**config.mk**
```make
export PLATFORM = sky130hd
export DESIGN_NAME = stopwatch_ctrl
export DESIGN_NICKNAME = d
export VERILOG_FILES = /design/src/rtl/stopwatch_pkg.sv /design/src/rtl/stopwatch_ctrl_tick_edge.sv /design/src/rtl/stopwatch_ctrl.sv
export SDC_FILE = /design/constraint.sdc
export NUM_CORES = 1
export LEC_CHECK = 0
export CAP_MARGIN = 20
export CORE_AREA = 3 3 40 42
export CTS_CLUSTER_DIAMETER = 120
export DETAILED_ROUTE_END_ITERATION = 8
export DIE_AREA = 0 0 43 45
export PLACE_DENSITY_LB_ADDON = 0.3
export SYNTH_ARGS = -nofsm -noshare
export SYNTH_HDL_FRONTEND = slang
export SYNTH_SLANG_ARGS = --single-unit
```
**constraint.sdc**
```tcl
create_clock -name clk -period 1.9 [get_ports clk]
set_input_delay 0.38 -clock clk [delete_from_list [all_inputs] [get_ports clk]]
set_output_delay 0.38 -clock clk [all_outputs]
set_load 0.03 [all_outputs]
```
**src/rtl/stopwatch_pkg.sv**
```systemverilog
// Shared types and constants for the stopwatch mode controller.
// The optional lap/freeze feature is selected by STOPWATCH_LAP_EN.
package stopwatch_pkg;

   typedef enum logic [1:0] {
      RUN   = 2'd0,
      PAUSE = 2'd1,
      ADJ   = 2'd2
   } state_t;

   localparam logic [1:0] BLINK_NONE = 2'b00;
   localparam logic [1:0] BLINK_MIN  = 2'b10;
   localparam logic [1:0] BLINK_SEC  = 2'b01;

   // Command strobes issued to the min:sec counter datapath
   typedef struct packed {
      logic inc_sec;
      logic inc_min;
      logic clr;
   } cmd_t;

   // sel==0 adjusts minutes, sel==1 adjusts seconds
   function automatic logic [1:0] blink_for(input logic sel);
      return sel ? BLINK_SEC : BLINK_MIN;
   endfunction

endpackage

```
**src/rtl/stopwatch_ctrl_tick_edge.sv**
```systemverilog
// Synchronizes a divider clock level into clk and flags its rising edge.
// pulse_c is high for exactly one cycle, SYNC_STAGES cycles after the level is first sampled.
module tick_edge #(
   parameter int unsigned SYNC_STAGES = 2
) (
   input  logic clk,
   input  logic rst_n,
   input  logic level,
   output logic pulse_c
);

   logic [SYNC_STAGES-1:0] sync_q;
   logic                   prev_q;

   if (SYNC_STAGES > 1) begin : g_multi
      always_ff @(posedge clk) begin
         if (!rst_n) sync_q <= '0;
         else        sync_q <= {sync_q[SYNC_STAGES-2:0], level};
      end
   end else begin : g_single
      always_ff @(posedge clk) begin
         if (!rst_n) sync_q <= '0;
         else        sync_q <= level;
      end
   end

   always_ff @(posedge clk) begin
      if (!rst_n) prev_q <= 1'b0;
      else        prev_q <= sync_q[SYNC_STAGES-1];
   end

   assign pulse_c = sync_q[SYNC_STAGES-1] & ~prev_q;

endmodule

```
**src/rtl/stopwatch_ctrl.sv**
```systemverilog
// Stopwatch mode sequencer: RUN/PAUSE/ADJ FSM turning ticks and buttons into counter strobes.
// Define STOPWATCH_LAP_EN to enable the lap (display freeze) toggle on sel while running.
module stopwatch_ctrl
   import stopwatch_pkg::*;
#(
   parameter int unsigned SYNC_STAGES  = 2,
   parameter bit          CLR_ON_RESET = 1'b1
) (
   input  logic       clk,
   input  logic       rst_n,
   input  logic       tick_1hz,
   input  logic       tick_2hz,
   input  logic       pause_btn,
   input  logic       adj,
   input  logic       sel,
   input  logic       sec_max,
   output logic       inc_sec,
   output logic       inc_min,
   output logic       clr,
   output logic [1:0] blink_mask,
   output logic       running,
   output logic       freeze
);

   logic   t1_c;
   logic   t2_c;
   logic   pause_q;
   logic   pause_ev_c;
   logic   first_q;
   state_t state_q;
   state_t state_next;
   state_t pre_adj_q;
   cmd_t   cmd_d;
   logic [1:0] blink_d;
   logic   running_d;

   tick_edge #(.SYNC_STAGES(SYNC_STAGES)) u_tick_1hz (
      .clk     (clk),
      .rst_n   (rst_n),
      .level   (tick_1hz),
      .pulse_c (t1_c)
   );

   tick_edge #(.SYNC_STAGES(SYNC_STAGES)) u_tick_2hz (
      .clk     (clk),
      .rst_n   (rst_n),
      .level   (tick_2hz),
      .pulse_c (t2_c)
   );

   assign pause_ev_c = pause_btn & ~pause_q;

   // State register; pre_adj remembers where to return when adjust mode ends
   always_ff @(posedge clk) begin
      if (!rst_n) begin
         state_q   <= RUN;
         pre_adj_q <= RUN;
         pause_q   <= 1'b0;
         first_q   <= 1'b1;
      end else begin
         state_q <= state_next;
         pause_q <= pause_btn;
         first_q <= 1'b0;
         if (state_q != ADJ && state_next == ADJ) pre_adj_q <= state_q;
      end
   end

   // Next state: adj outranks pause_ev
   always_comb begin
      state_next = state_q;
      case (state_q)
         RUN: begin
            if (adj)             state_next = ADJ;
            else if (pause_ev_c) state_next = PAUSE;
         end
         PAUSE: begin
            if (adj)             state_next = ADJ;
            else if (pause_ev_c) state_next = RUN;
         end
         ADJ: begin
            if (!adj)            state_next = pre_adj_q;
         end
         default:                state_next = RUN;
      endcase
   end

   // Output decode: ticks act on the current state, mode indicators on the next state
   always_comb begin
      cmd_d     = '0;
      blink_d   = BLINK_NONE;
      running_d = (state_next == RUN);
      case (state_q)
         RUN: begin
            if (t1_c) begin
               cmd_d.inc_sec = 1'b1;
               cmd_d.inc_min = sec_max;
            end
         end
         ADJ: begin
            if (t2_c) begin
               cmd_d.inc_sec = sel;
               cmd_d.inc_min = ~sel;
            end
         end
         default: ;
      endcase
      if (state_next == ADJ) blink_d = blink_for(sel);
      cmd_d.clr = CLR_ON_RESET & first_q;
   end

   always_ff @(posedge clk) begin
      if (!rst_n) begin
         inc_sec    <= 1'b0;
         inc_min    <= 1'b0;
         clr        <= 1'b0;
         blink_mask <= BLINK_NONE;
         running    <= 1'b0;
      end else begin
         inc_sec    <= cmd_d.inc_sec;
         inc_min    <= cmd_d.inc_min;
         clr        <= cmd_d.clr;
         blink_mask <= blink_d;
         running    <= running_d;
      end
   end

`ifdef STOPWATCH_LAP_EN
   logic sel_q;
   logic sel_ev_c;
   logic freeze_d;

   assign sel_ev_c = sel & ~sel_q;

   // Lap toggle only while staying in RUN; leaving RUN always releases the display
   always_comb begin
      freeze_d = freeze;
      if (state_next != RUN)                freeze_d = 1'b0;
      else if (state_q == RUN && sel_ev_c)  freeze_d = ~freeze;
   end

   always_ff @(posedge clk) begin
      if (!rst_n) begin
         sel_q  <= 1'b0;
         freeze <= 1'b0;
      end else begin
         sel_q  <= sel;
         freeze <= freeze_d;
      end
   end
`else
   assign freeze = 1'b0;
`endif

endmodule
```
==> flow_metrics.tcl <==
set metrics [dict create \
    run_status "finished, final reports clean" \
    timing.critical_path.fanout_max 1 \
    drt_drc_violations_left 0 \
    finalNonFillerCells 86 \
    standard_cell_with_the_maximum_stage_delay_on_the_critical_path "clkdlybuf4s50_1" \
    antenna_found_initial 0 \
    postCtsSetupBuffers 0 \
    hold_class "register to register" \
    sequential_element_share_of_the_synthesized_area_pct 60.3 \
    postLayoutCoreUtil_pct 59.6 \
    globalplace.congestion 0.671 \
    crit_buf_inv 1 \
    numPlacedInstances 83 \
    grt_start_max_net_pins 10 \
    cts_repair_resize_count 0 \
    initial_utilization_pct 46.5 \
    asyncSetResetFlopFracSynth_pct 0 \
    count_of_flip_flops_with_a_built_in_enable_after_synthesis 0 \
    grt_pass1_wl_um 1580 \
    dominantRegCellSynth "dfxtp_1" \
    mostFrequentLayoutCell "dfxtp_1" \
    cts_tree "yes" \
    total_leakage_power_nw 0.319 \
    dr.first_iter.drc_count 0 \
    min_period_ps 1650 \
    period_share_pct 86.6 \
    netlist_cell_types 25 \
    post_synth_instance_area_um2 598 \
    critical_path_arrival_ps 1270 \
    syn-instance-count 56 \
    floorplan.rows 13 \
    finalPower_w 0.000642 \
    tritoncts.num_buffers 3 \
    fin_skew_ps 7.24 \
    dieWidth_um 43 \
    timing.critical_path.max_delay_family "buffers and inverters" \
    ctsRootBufferMaster "clkbuf_4" \
    postSynthRegisterBits 18 \
    clkTransAtPathRegs_ps 90 \
    firstDrtPassIters 1 \
    crit_path_start_kind "register" \
    fin_nets 81 \
    syn-mean-instance-area_um2 10.7 \
    route.final.wire_length_um 933 \
    syn_to_final_growth_pct 28.0 \
    clock_sinks 18 \
    crit_type "register to output pin" \
    groute.layer.met1.usage_pct 10.4 \
    critical_path.cell_chain "clkdlybuf4s50_1" \
    final.fill_count 127 \
    critical_path.endpoint_type "output pin" \
    met3_usage_pct 7.17 \
    power.ir.vdd_worst_uv 678 \
    overflow 0 \
    globalRoute.busiestLayer "met2" \
    most_used_cells_in_the_layout_excluding_fill_and_tap_cells "dfxtp_1 (18), clkdlybuf4s50_1 (13), and2_1 (8)" \
    synth_fp_nets 64 \
    antenna_cells_inserted 0 \
    dr_total_vias 422 \
    worst_path_largest_cell_delay_ps 660 \
    core_um2 1280 \
    h-tree-depth 1 \
    timing.max_cap.violations 0 \
    multi_input_area_um2 211 \
    detail-route-antenna-nets 0 \
    rsz0062_at_grt "no" \
    grtUsageTotal_pct 11.6 \
    clock.fmax_ghz 0.608 \
    vias_per_inst 4.91 \
    power.density_nw_per_um2 839 \
    tns_ps 0 \
    maxSlewViolCount 0 \
    post_route_cells_drive_above_1_share_pct 7.04 \
    wl_per_cell_um 10.8 \
    pin_count 15 \
    grt_pass1_vias 383 \
    clock_buffer_depth 2 \
    timing.final.setup_violations 0 \
    die_height_um 45 \
    die-area_um2 1940 \
    hold-worst-slack_ps 439 \
    synth_warnings 0 \
    placement.io_buffers 13 \
    register_area_um2 360 \
    grtUsageMet2_pct 20.7 \
    worst-endpoint-required_ps 1520 \
    cts_hold_buffers 0 \
    hold_violations 0 \
    worstSkewPairLatency_ps 280 \
]
-- routing by layer --
metal	vias to the layer above	part of all wire (%)
met3	2	7.4
met2	11	51
met1	194	41
met4	0	0.86
li1	215	-
met5	-	0
-- stage by stage --
step	instance area [µm²]	worst slack, ps
2_1_floorplan	598	703
3_3_place_gp	743	246
3_5_place_dp	743	212
4_1_cts	766	229
5_1_grt	766	202
6_report	766	254
-- synth_stat cells (all sizes together) (2+ instances only) --
library cell  instances  area share, %
dfxtp                18             60
and2                  8            8.4
inv                   4            2.5
nor2                  3            1.9
a211oi                2            2.5
nand2                 2            1.3
-- state kept, by name, indices dropped and copies added, names as in the netlist --
name and flops:
blink_mask 2, clr 1, first_q 1, inc_min 1
inc_sec 1, pause_q 1, pre_adj_q 2, running 1
state_q 2, u_tick_1hz.prev_q 1, u_tick_1hz.sync_q 2, u_tick_2hz.prev_q 1
u_tick_2hz.sync_q 2
-- worst paths after layout --
check	start	to	slack (ps)	depth (start not counted)
setup / recovery	inc_min	inc_min	250	1
hold reg to reg	u_tick_2hz.sync_q[0]	u_tick_2hz.sync_q[1]	440	1
hold / removal	u_tick_2hz.sync_q[0]	u_tick_2hz.sync_q[1]	440	1
setup reg to reg	state_q[1]	running	610	3
-- kinds of logic (layout without fill, tap and decap cells) --
group                  after synthesis  in the layout  share of synthesized area, %
multiplexers                         1              1                          1.67
AND/OR/NAND/NOR                     23             23                          23.6
flip-flops                          18             18                          60.3
other                                1              1                         0.627
buffers and inverters                6             21                          4.39
AO/OA/AOI/OAI                        7              7                          9.41
-- cell type report --
| cell class | instances | share of cell area, % |
|---|---|---|
| clock buffer | 3 | 2.94 |
| inverter | 4 | 1.96 |
| multi-input combinational | 32 | 27.6 |
| sequential | 18 | 47.1 |
| tap | 15 | 2.45 |
| timing repair buffer | 14 | 18.0 |
-- power breakdown --
group	total (W)	switching (W)	internal (W)
clock	0.000173	0.0000991	0.0000735
combinational	0.0000704	0.0000337	0.0000366
sequential	0.000399	0.00000731	0.000392
total	0.000642	0.000140	0.000502
(Power assumes the default switching activity.)
